[src/rtl/imm_gen_pkg.sv]
// Shared definitions for the pipelined immediate generator: format codes,
// the opcodes recognised by auto-decode, and the opcode-to-format decoder.
package imm_gen_pkg;

    typedef logic [2:0] imm_fmt_t;

    localparam imm_fmt_t FMT_I    = 3'b000;
    localparam imm_fmt_t FMT_S    = 3'b001;
    localparam imm_fmt_t FMT_B    = 3'b010;
    localparam imm_fmt_t FMT_U    = 3'b011;
    localparam imm_fmt_t FMT_J    = 3'b100;
    localparam imm_fmt_t FMT_AUTO = 3'b111;
    // Unsupported result code; shares its encoding with the AUTO request.
    localparam imm_fmt_t FMT_ILL  = 3'b111;

    localparam logic [6:0] OPC_LOAD      = 7'b0000011;
    localparam logic [6:0] OPC_OP_IMM    = 7'b0010011;
    localparam logic [6:0] OPC_OP_IMM_32 = 7'b0011011;
    localparam logic [6:0] OPC_JALR      = 7'b1100111;
    localparam logic [6:0] OPC_SYSTEM    = 7'b1110011;
    localparam logic [6:0] OPC_STORE     = 7'b0100011;
    localparam logic [6:0] OPC_BRANCH    = 7'b1100011;
    localparam logic [6:0] OPC_LUI       = 7'b0110111;
    localparam logic [6:0] OPC_AUIPC     = 7'b0010111;
    localparam logic [6:0] OPC_JAL       = 7'b1101111;

    // Map a major opcode to its immediate format; anything unknown is illegal.
    function automatic imm_fmt_t decode_opcode(input logic [6:0] opc);
        imm_fmt_t f;
        case (opc)
            OPC_LOAD, OPC_OP_IMM, OPC_OP_IMM_32,
            OPC_JALR, OPC_SYSTEM:             f = FMT_I;
            OPC_STORE:                        f = FMT_S;
            OPC_BRANCH:                       f = FMT_B;
            OPC_LUI, OPC_AUIPC:               f = FMT_U;
            OPC_JAL:                          f = FMT_J;
            default:                          f = FMT_ILL;
        endcase
        return f;
    endfunction

endpackage

[src/rtl/imm_gen_core.sv]
// Combinational immediate extractor: assembles the 32-bit immediate for the
// resolved format and sign-extends it to XLEN. Unsupported formats give 0
// with the illegal flag raised.
module imm_gen_core
    import imm_gen_pkg::*;
#(
    parameter int XLEN = 32
) (
    input  logic [31:0]     instr,
    input  imm_fmt_t        fmt,
    output logic [XLEN-1:0] imm,
    output logic            illegal
);

    logic signed [31:0] imm32;

    // Select and reassemble the immediate bit fields for each format
    always_comb begin
        imm32   = '0;
        illegal = 1'b0;
        case (fmt)
            FMT_I:   imm32 = {{20{instr[31]}}, instr[31:20]};
            FMT_S:   imm32 = {{20{instr[31]}}, instr[31:25], instr[11:7]};
            FMT_B:   imm32 = {{19{instr[31]}}, instr[31], instr[7],
                              instr[30:25], instr[11:8], 1'b0};
            FMT_U:   imm32 = {instr[31:12], 12'b0};
            FMT_J:   imm32 = {{11{instr[31]}}, instr[31], instr[19:12],
                              instr[20], instr[30:21], 1'b0};
            default: illegal = 1'b1;
        endcase
    end

    // Every format is already sign-correct at 32 bits; widen by sign.
    assign imm = XLEN'(imm32);

endmodule

[src/rtl/imm_gen_pipe.sv]
// Two-stage pipelined immediate generator with valid/ready on both sides.
// S1 captures the instruction and the resolved format (auto-decoding the
// opcode when requested); S2 captures the extended immediate and flags.
// Optional feature macro: IMM_GEN_ILLEGAL_CNT_EN adds the saturating
// illegal_cnt output counting illegal results as they are consumed.
module imm_gen_pipe
    import imm_gen_pkg::*;
#(
    parameter int XLEN = 32
) (
    input  logic            clk,
    input  logic            rst_n,
    input  logic            in_valid,
    output logic            in_ready,
    input  logic [31:0]     in_instr,
    input  logic [2:0]      in_imm_src,
    output logic            out_valid,
    input  logic            out_ready,
    output logic [XLEN-1:0] out_imm,
    output logic [2:0]      out_fmt,
    output logic            out_illegal
`ifdef IMM_GEN_ILLEGAL_CNT_EN
    ,
    output logic [15:0]     illegal_cnt
`endif
);

    logic            vld_p1;
    logic [31:0]     instr_p1;
    imm_fmt_t        fmt_p1;

    logic            vld_p2;
    logic [XLEN-1:0] imm_p2;
    imm_fmt_t        fmt_p2;
    logic            ill_p2;

    logic            s2_load;
    imm_fmt_t        fmt_res;
    logic [XLEN-1:0] core_imm;
    logic            core_ill;

    // A stage loads when empty or when its content leaves in the same cycle.
    assign s2_load  = !vld_p2 || out_ready;
    assign in_ready = !vld_p1 || s2_load;

    assign fmt_res = (in_imm_src == FMT_AUTO) ? decode_opcode(in_instr[6:0])
                                              : imm_fmt_t'(in_imm_src);

    // ---- S1: instruction word and resolved format ----
    // S1 occupancy
    always_ff @(posedge clk or negedge rst_n) begin
        if (!rst_n)
            vld_p1 <= 1'b0;
        else if (in_ready)
            vld_p1 <= in_valid;
    end

    // S1 payload, captured on acceptance only
    always_ff @(posedge clk) begin
        if (in_ready && in_valid) begin
            instr_p1 <= in_instr;
            fmt_p1   <= fmt_res;
        end
    end

    imm_gen_core #(
        .XLEN (XLEN)
    ) u_core (
        .instr   (instr_p1),
        .fmt     (fmt_p1),
        .imm     (core_imm),
        .illegal (core_ill)
    );

    // ---- S2: extended immediate, format, illegal flag ----
    // S2 occupancy and result; held while the consumer stalls
    always_ff @(posedge clk or negedge rst_n) begin
        if (!rst_n) begin
            vld_p2 <= 1'b0;
            imm_p2 <= '0;
            fmt_p2 <= FMT_I;
            ill_p2 <= 1'b0;
        end else if (s2_load) begin
            vld_p2 <= vld_p1;
            if (vld_p1) begin
                imm_p2 <= core_imm;
                fmt_p2 <= core_ill ? FMT_ILL : fmt_p1;
                ill_p2 <= core_ill;
            end
        end
    end

    assign out_valid   = vld_p2;
    assign out_imm     = imm_p2;
    assign out_fmt     = fmt_p2;
    assign out_illegal = ill_p2;

`ifdef IMM_GEN_ILLEGAL_CNT_EN
    function automatic logic [15:0] sat_inc16(input logic [15:0] v);
        return (v == 16'hFFFF) ? v : v + 16'd1;
    endfunction

    logic [15:0] ill_cnt_q;

    // Count illegal results as they are handed to the consumer
    always_ff @(posedge clk or negedge rst_n) begin
        if (!rst_n)
            ill_cnt_q <= 16'd0;
        else if (vld_p2 && out_ready && ill_p2)
            ill_cnt_q <= sat_inc16(ill_cnt_q);
    end

    assign illegal_cnt = ill_cnt_q;
`endif

endmodule

[config.mk]
export PLATFORM = sky130hd
export DESIGN_NAME = imm_gen_pipe
export DESIGN_NICKNAME = d
export VERILOG_FILES = /design/src/rtl/imm_gen_pkg.sv /design/src/rtl/imm_gen_core.sv /design/src/rtl/imm_gen_pipe.sv
export SDC_FILE = /design/constraint.sdc
export NUM_CORES = 1
export LEC_CHECK = 0
export ABC_AREA = 1
export BUFFER_PORTS_ARGS = -buffer_cell sky130_fd_sc_hd__buf_2
export CORE_UTILIZATION = 26
export CTS_BUF_LIST = sky130_fd_sc_hd__clkbuf_8 sky130_fd_sc_hd__clkbuf_16
export CTS_CLUSTER_SIZE = 25
export DETAILED_ROUTE_END_ITERATION = 8
export PLACE_DENSITY = 0.5
export SLEW_MARGIN = 20
export SYNTH_ARGS = -nofsm -noshare
export SYNTH_HDL_FRONTEND = slang
export SYNTH_SLANG_ARGS = --single-unit
[constraint.sdc]
create_clock -name clk -period 4.25 [get_ports clk]
set_input_delay 0.85 -clock clk [delete_from_list [all_inputs] [get_ports clk]]
set_output_delay 0.85 -clock clk [all_outputs]
set_load 0.01 [all_outputs]
# Word-level counts from Yosys, hierarchy flattened
# Cells that the tools add are included.
[op_classes] add_sub_neg=0 n_mul=0 n_div=0 order_cmp=0 eq_ne=15 shift=0 mux=5 n_bitwise=0 reduce_logical=10
[ops] cell="32-bit case mux with 5 select lines" n=1
[ops] cell="7-bit == test (second input constant)" n=4
[ops] cell="7-bit by 5-bit == test with 1-bit output (second input constant)" n=3
[ops] cell="3-bit case mux with 5 select lines" n=1
[ops] cell="7-bit by 6-bit == test with 1-bit output (second input constant)" n=2
[ops] cell="5-bit OR reduction" n=2
[ops] cell="7-bit by 2-bit == test with 1-bit output (second input constant)" n=1
[ops] cell="3-bit by 2-bit == test with 1-bit output (second input constant)" n=2
[ops] cell="3-bit == test (second input constant)" n=2
[ops] cell="3-bit two-way mux" n=2
[ops] cell="3-bit by 1-bit == test with 1-bit output (second input constant)" n=1
[ops] cell="3-bit logical NOT" n=1
[ops] cell="1-bit logical NOT" n=2
[ops] cell="1-bit logical OR" n=2
[ops] cell="2-bit AND reduction" n=1
[ops] cell="2-bit OR reduction" n=1
[ops] cell="1-bit logical AND" n=1
[ops] cell="1-bit two-way mux" n=1
[word_totals] register_bits=73 latchBits=0 ramBits=0 rom_bits=0 in_bits=39 memories=0

# Longest topological paths before layout
# Gate-level depths: netlist of the first run.
[depth] depth_word=4 depth_mapped=8 ltp_nobuf=7

# Hierarchy
# Synthesis of the first run repeated with hierarchy kept, for this count alone.
[unflattened] hier_cells=291 hier_area_um2=3339.5
[modules_own_cells] module="imm_gen_pipe" n_inst=1 cells_each=169 area_per_inst_um2=2792.7 seq_area_each_um2=2001.9
[modules_own_cells] module="imm_gen_core" n_inst=1 cells_each=122 area_per_inst_um2=546.8 seq_area_each_um2=0.0

# Least setup slack after synthesis of the first run
# OpenSTA, ideal clock, no wires.
[synth_timing] path_kind="in2reg" startpoint="in out_ready" endpoint="reg fmt_p1[0], enable pin" setup_time_ps=383 arrival_time_ps=1675 required_time_ps=3867 path_slack_ps=2192 path_stages=4 n_path_buf=0 cell_sequence="inv_1 nand3_1 nand2_1 inv_1"
[synth_via] elab_chain_len=3
[synth_lines] element="start, declared" line="imm_gen_pipe.sv:18" source="input logic out_ready,"
[synth_lines] element="1-bit logical OR" line="imm_gen_pipe.sv:43" source="assign s2_load = !vld_p2 || out_ready;"
[synth_lines] element="1-bit logical OR" line="imm_gen_pipe.sv:44" source="assign in_ready = !vld_p1 || s2_load;"
[synth_lines] element="via in_ready" line="imm_gen_pipe.sv:14" source="output logic in_ready,"
[synth_lines] element="1-bit logical AND" line="imm_gen_pipe.sv:60" source="if (in_ready && in_valid) begin"
[synth_lines] element="end signal, assigned" line="imm_gen_pipe.sv:62" source="fmt_p1 <= fmt_res;"
[synth_lines] element="end, declared" line="imm_gen_pipe.sv:30" source="imm_fmt_t fmt_p1;"
# The timed path passes the listed nets, and every way through them passes these cells.
# A chain may end at the register's enable or synchronous reset.

# Worst setup path after layout of the first run
[layout_timing] startpoint="in out_ready" endpoint="reg instr_p1[25], enable pin"
[layout_via] elab_chain_len=3
[layout_lines] element="1-bit logical OR" line="imm_gen_pipe.sv:43"
[layout_lines] element="1-bit logical OR" line="imm_gen_pipe.sv:44"
[layout_lines] element="1-bit logical AND" line="imm_gen_pipe.sv:60"
[layout_lines] element="end signal, assigned" line="imm_gen_pipe.sv:61" source="instr_p1 <= in_instr;"
[layout_lines] element="end, declared" line="imm_gen_pipe.sv:29" source="logic [31:0] instr_p1;"
# No other way between the ends.

==> results of run 1 <==
## area by class of cell
| cell class | instances | area, µm² |
|---|---|---|
| Fill cell | 1113 | 6910 |
| Multi-Input combinational cell | 170 | 842 |
| Clock inverter | 7 | 31.3 |
| Inverter | 29 | 114 |
| Clock buffer | 9 | 124 |
| Tap cell | 136 | 170 |
| Sequential cell | 66 | 1790 |
| Timing Repair Buffer | 77 | 388 |
## routing by layer
metal / vias up / GRT usage (%)
met5: - / 0
met1: 971 / 14.3
met4: 0 / 6.55
li1: 1058 / -
met2: 45 / 20.6
met3: 9 / 3.65
## layout by cell type, fill, tap and decap left out, types with 2 or more instances in the layout
| cell type | count |
|---|---|
| a21boi_0 | 8 |
| edfxtp_1 | 28 |
| nand2_1 | 84 |
| dfrtp_1 | 38 |
| o31ai_1 | 5 |
| clkbuf_8 | 9 |
| nand2_2 | 3 |
| o21ai_0 | 9 |
| o21ai_2 | 9 |
| nand3_1 | 7 |
| inv_2 | 3 |
| o211ai_1 | 2 |
| nor2_1 | 20 |
| buf_2 | 76 |
| a21oi_1 | 7 |
| inv_1 | 27 |
| clkinv_2 | 4 |
| o21ai_1 | 4 |
| o22ai_1 | 4 |
## metrics by stage
step,power [mW],instance area (µm²),setup WS [ps],util (%)
2_1_floorplan,1.04,2790,2190,-
3_3_place_gp,1.20,3310,1900,31.9
3_5_place_dp,1.20,3310,1850,31.9
4_1_cts,1.63,3460,2140,33.4
5_1_grt,1.70,3460,1900,33.4
6_report,1.60,3460,2050,33.4
## worst reg2reg max path: stages, from the launching register on
cell	delay [ps]
dfrtp_1	370
nand3_1	110
nand2_1	100
clkinv_1	770
## logic make-up (layout without fill, tap and decap cells)
| logic type | count (synthesis) | count (layout) | synth area share [%] |
|---|---|---|---|
| and+or+nand+nor | 120 | 120 | 17.9 |
| DFF | 66 | 66 | 64.2 |
| AOI/OAI and AO/OA | 50 | 50 | 12.2 |
| buffers and inverters | 36 | 122 | 5.61 |
## flip-flops by register name, indices dropped and copies added, names as in the netlist
signal,count
fmt_p1,3
instr_p1,25
out_fmt,3
out_illegal,1
out_imm,32
out_valid,1
vld_p1,1
## report_power, final
part / internal [mW] / switching [mW] / total [mW] / leakage, nW
combinational: 0.131 / 0.215 / 0.346 / 0.867
clock: 0.201 / 0.223 / 0.424 / 0.0963
sequential: 0.777 / 0.0559 / 0.833 / 0.753
## synth_stat cells
cell type  instances
nor2_1            20
o21ai_0            9
buf_4              2
nand3b_1           1
o21ai_2            9
a22o_1             1
clkbuf_1           3
nand2_1           84
nand2_8            1
nand3_1            7
a21oi_1            7
nor3_1             1
o21ai_1            4
nand2_4            1
o21ai_4            1
nand2_2            3
a21boi_0           8
buf_6              1
edfxtp_1          28
nor2_2             1
nand4_1            1
o31ai_1            5
o211ai_1           2
o22ai_1            4
clkinv_4           1
buf_2              1
inv_1             25
dfrtp_1           38
inv_2              3
## path summary, 6_finish.rpt
path | cells after the start | endpoint | start
worst max register to register | 3 | instr_p1[25]$_DFFE_PP_ | out_valid$_DFFE_PN0P_
max in group asynchronous | 1 | out_imm[0]$_DFFE_PN0P_ | rst_n
worst max-delay path | 5 | instr_p1[25]$_DFFE_PP_ | out_ready
min in group asynchronous | 1 | out_imm[21]$_DFFE_PN0P_ | rst_n
worst min-delay path | 2 | out_imm[27]$_DFFE_PN0P_ | out_imm[27]$_DFFE_PN0P_
worst min register to register | 2 | out_imm[27]$_DFFE_PN0P_ | out_imm[27]$_DFFE_PN0P_
==> results_dict.tcl, run 1 <==
set metrics [dict create \
    route.met3.wl_um 338 \
    outcome "complete, no violations" \
    syn_area_um2 2790 \
    vdd_ir_drop_max_mv 0.121 \
    grtUsageTotal_pct 12.4 \
    htreeDepth 3 \
    firstDrtPassIters 4 \
    cts_hold_buf 0 \
    wl_met2_mm 3.06 \
    clk_latency_ps 350 \
    viasPerCell 4.22 \
    timing.final.crit_share_pct 51.8 \
    slowest_delay_ps 770 \
    io_pins 77 \
    synth_top_area_share_pct 34.1 \
    coreArea_um2 10400 \
    numCtsBuffers 9 \
    clk_pin_slew_ps 60 \
    ys_warn_count 0 \
    final_cells 494 \
    synth_area_leaders "dfrtp_1 (34%), edfxtp_1 (30%), nand2_1 (11%)" \
    r2r_slack_ps 2320 \
    critical_path.top_delay_family "buffers and inverters" \
    arrival_ps 1980 \
    port_buffers 76 \
    wl_met1_mm 2.81 \
    rows 37 \
    drv_cap 0 \
    worstPathRequired_ps 4020 \
    ys_ff_latch 66 \
    cts_resized 0 \
    cp-start-kind "input pin" \
    syn_area_per_cell_um2 10.3 \
    die_w_um 106 \
    start_util_pct 26.9 \
    gp_congestion 0.737 \
    antenna_found_initial 0 \
    insertedDiodeCount 0 \
    worstPathCellList "buf_2, inv_1, nand3_1, nand2_1, clkinv_1" \
    clock_path_buffers 2 \
    dp_hpwl_mm 4.48 \
    drc_errors 0 \
    grt_pass1_vias 2174 \
    post_cts_buffers 0 \
    maxUsedRoutingLayer "met4" \
    worstSetupPathType "input pin to register" \
    syn-instance-count 272 \
    leakagePower_nw 1.72 \
    ys_types 29 \
    ant_nets 0 \
    overflow 0 \
    fp.dieArea_um2 11100 \
    synth_top_cell_by_area "dfrtp_1" \
    die_y_um 106 \
    place_inst 478 \
    grt_max_degree 45 \
    wl_per_cell_um 12.8 \
    tightest_slew_ps 1000 \
    holdWs_ps 471 \
    slew_headroom_pct 32.8 \
    cp-end-kind "register" \
    num_vias 2083 \
    synth-seq-area-share_pct 64.2 \
    rsz0062_at_grt "no" \
    drive_above_1_share_pct 30.7 \
    hold_viol 0 \
    worst-path-max-fanout 28 \
    synth_nets 311 \
    fin_skew_ps 14.9 \
    fmax_ghz 0.454 \
    cp.buffers_inverters 3 \
    cp_slowest_cell "clkinv_1" \
    hold_path_class "register to register" \
    cts-root-buf "clkbuf_8" \
    power_density_nw_per_um2 463 \
    routed_wl_mm 6.34 \
    setup_tns_ps 0 \
    first_iter_violations 77 \
    period_minus_slack_ps 2200 \
    clock_sinks 66 \
    nets 392 \
    final_max_slew_viol_count 0 \
    grt_pass1_wl_mm 10.4 \
    cts_tree "done" \
    setup_violations 0 \
    syn_to_final_growth_pct 24.0 \
]
Note: power is estimated with default switching activity, not from simulation.
==> run 2: changes to the inputs <==
--- a/config.mk
+++ b/config.mk
@@ -5,13 +5,13 @@
 export SDC_FILE = /design/constraint.sdc
 export NUM_CORES = 1
 export LEC_CHECK = 0
-export ABC_AREA = 1
+export ABC_AREA = 0
 export BUFFER_PORTS_ARGS = -buffer_cell sky130_fd_sc_hd__buf_2
 export CORE_UTILIZATION = 26
 export CTS_BUF_LIST = sky130_fd_sc_hd__clkbuf_8 sky130_fd_sc_hd__clkbuf_16
 export CTS_CLUSTER_SIZE = 25
 export DETAILED_ROUTE_END_ITERATION = 8
-export PLACE_DENSITY = 0.5
+export PLACE_DENSITY = 0.51
 export SLEW_MARGIN = 20
 export SYNTH_ARGS = -nofsm -noshare
 export SYNTH_HDL_FRONTEND = slang
==> constraint.sdc (replaced) <==
create_clock -name clk -period 2.15 [get_ports clk]
set_input_delay 0.43 -clock clk [delete_from_list [all_inputs] [get_ports clk]]
set_output_delay 0.43 -clock clk [all_outputs]
set_load 0.01 [all_outputs]
==> run 2 against run 1 <==
Against the previous run:
- final area shrank 0.61%
- largest cell class unchanged
- register-to-register slack worse by 1900 ps
- critical endpoint is now out_imm[18]$_DFFE_PN0P_
- count of clock-buffer cells in the layout rose by 1
- combinational power grew 23%
- clock skew decreased by 4.2 ps
- routed wire length increased by 2.0%
- cell count shrank 9.7%
- die area fell by 2.6%
- core utilization grew 1.2 points
==> results_dict.tcl, run 2 <==
set metrics [dict create \
    num_vias 2021 \
    worst-path-max-fanout 14 \
    synthArstFlopShare_pct 57.6 \
    syn-instance-count 226 \
    dp_hpwl_mm 4.53 \
    drv_cap 0 \
    port_buffers 76 \
    power_density_nw_per_um2 840 \
    die_y_um 104 \
    arrival_ps 1950 \
    syn_area_um2 2720 \
    largest_reg_flops 32 \
    fp.dieArea_um2 10900 \
    io_pins 77 \
    ys_ff_latch 66 \
    leakagePower_nw 1.50 \
    grtUsageTotal_pct 12.5 \
    post_cts_buffers 0 \
    hold_path_class "input pin to asynchronous set/reset pin" \
    cp_slowest_cell "a211oi_2" \
    r2r_end "out_imm[18]$_DFFE_PN0P_" \
    layout_commonest_cell "buf_2" \
    grt_pass1_wl_mm 10.3 \
    path_depth 4 \
    htreeDepth 3 \
    drive_above_1_share_pct 33.5 \
    rsz0062_at_grt "no" \
    worstSetupPathType "register to register" \
    grt_max_degree 31 \
    slew_headroom_pct 54.2 \
    cts_tree "done" \
    clk_latency_ps 340 \
    cts_resized 0 \
    ant_nets 0 \
    antenna_found_initial 0 \
    synth_enable_flop_cells 28 \
    syn_area_per_cell_um2 12.0 \
    ys_warn_count 0 \
    synth_top_cells_by_count "dfrtp_1 (38), a21oi_1 (31), edfxtp_1 (28), nand2_1 (28), o21ai_0 (17)" \
    setup_tns_ps 0 \
    viasPerCell 4.53 \
    tightest_slew_ps 688 \
    ys_types 37 \
    fin_area_um2 3440 \
    timing.final.crit_share_pct 78.2 \
    synth_ff_type "dfrtp_1" \
    overflow 0 \
    synth.most_common_cell "dfrtp_1" \
    worstPathRequired_ps 2420 \
    nets 347 \
    final_cell_mix "buf_2 (76), dfrtp_1 (38), a21oi_1 (31)" \
    grt_pass1_vias 1990 \
    fmax_ghz 0.595 \
    gp_congestion 0.759 \
    cp.buffers_inverters 1 \
    cts-root-buf "clkbuf_8" \
    firstDrtPassIters 4 \
    worstPathCellList "buf_4, a211oi_2, a21oi_1, o21ai_1" \
    synth_area_leaders "dfrtp_1 (35%), edfxtp_1 (31%), a21oi_1 (5.7%)" \
    setup_violations 0 \
    synth_nets 265 \
    first_iter_violations 85 \
    slowest_delay_ps 570 \
    insertedDiodeCount 0 \
    coreArea_um2 9950 \
    r2r_slack_ps 470 \
    syn_to_final_growth_pct 26.7 \
    synth_top_area_share_pct 35.0 \
    r2r-start "fmt_p1[1]$_DFFE_PP_" \
    synth-seq-area-share_pct 66.0 \
    place_area_um2 3260 \
    numCtsBuffers 9 \
    critical_path.top_delay_family "compound AO/OA/AOI/OAI gates" \
    start_util_pct 27.3 \
    fin_skew_ps 10.6 \
    drc_errors 0 \
    r2r_cells 4 \
    hold_viol 0 \
    clock_path_buffers 2 \
    rows 36 \
    clk_pin_slew_ps 70 \
    die_w_um 104 \
    clock_sinks 66 \
    outcome "complete, no violations" \
    cp-start-kind "register" \
    cts_hold_buf 0 \
    final_cells 446 \
    final_max_slew_viol_count 0 \
    vdd_ir_drop_max_mv 0.273 \
    synth_top_cell_by_area "dfrtp_1" \
    wl_per_cell_um 14.5 \
    place_inst 430 \
    cp-end-kind "register" \
    period_minus_slack_ps 1680 \
    routed_wl_mm 6.46 \
]
## run 2: cell type report
type                            count  area, µm²
Fill cell                        1002       6520
Clock buffer                       10        149
Tap cell                          133        166
Sequential cell                    66       1790
Inverter                            3       11.3
Multi-Input combinational cell    144        850
Timing Repair Buffer               84        440
Clock inverter                      6       31.3
## run 2: routing by layer
| layer | track usage, % | wire length, µm | up-vias |
|---|---|---|---|
| li1 | - | - | 980 |
| met1 | 16.4 | 3030 | 970 |
| met2 | 18.5 | 2960 | 57 |
| met3 | 4.26 | 359 | 14 |
| met4 | 5.51 | 112 | 0 |
| met5 | 0 | 0 | - |
## run 2: kinds of logic after synthesis
family	after synthesis	synth area share, %
compound gates	80	18.3
xor+xnor	1	0.323
buf+inv	16	2.72
flops	66	66.0
mux	2	0.783
simple gates	61	11.9
## run 2: how the worst max path moves through the flow
stage / slack, ps / end / start
6_report: 470 / out_imm[18]$_DFFE_PN0P_ / fmt_p1[1]$_DFFE_PP_
3_5_place_dp: 460 / fmt_p1[0]$_DFFE_PP_ / in_instr[6]
5_1_grt: 300 / out_imm[12]$_DFFE_PN0P_ / fmt_p1[1]$_DFFE_PP_
2_1_floorplan: 420 / fmt_p1[0]$_DFFE_PP_ / out_ready
3_3_place_gp: 480 / fmt_p1[0]$_DFFE_PP_ / in_instr[6]
4_1_cts: 470 / out_imm[12]$_DFFE_PN0P_ / fmt_p1[1]$_DFFE_PP_
## run 2: report_power, final
part           leakage [nW]  internal, mW  switching [mW]
clock                0.0981         0.475           0.460
sequential            0.760          1.45          0.0795
combinational         0.646         0.180           0.245
total                  1.50          2.10           0.785
## run 2: stage by stage
step / hold WS [ps] / setup WS, ps / util (%) / total power [mW]
global route: 168 / 304 / 34.6 / 3.04
CTS: 140 / 468 / 34.6 / 2.93
finish: 127 / 468 / 34.6 / 2.89
global placement: 463 / 477 / 32.7 / 1.98
detailed placement: 470 / 462 / 32.7 / 1.99
floorplan: 134 / 419 / - / 1.76
## run 2: worst reg2reg max path, delay by kind of cell (launching register included)
| family | cells | cell delay (ps) |
|---|---|---|
| compound gates | 3 | 820 |
| flops | 1 | 540 |
| buf+inv | 1 | 260 |
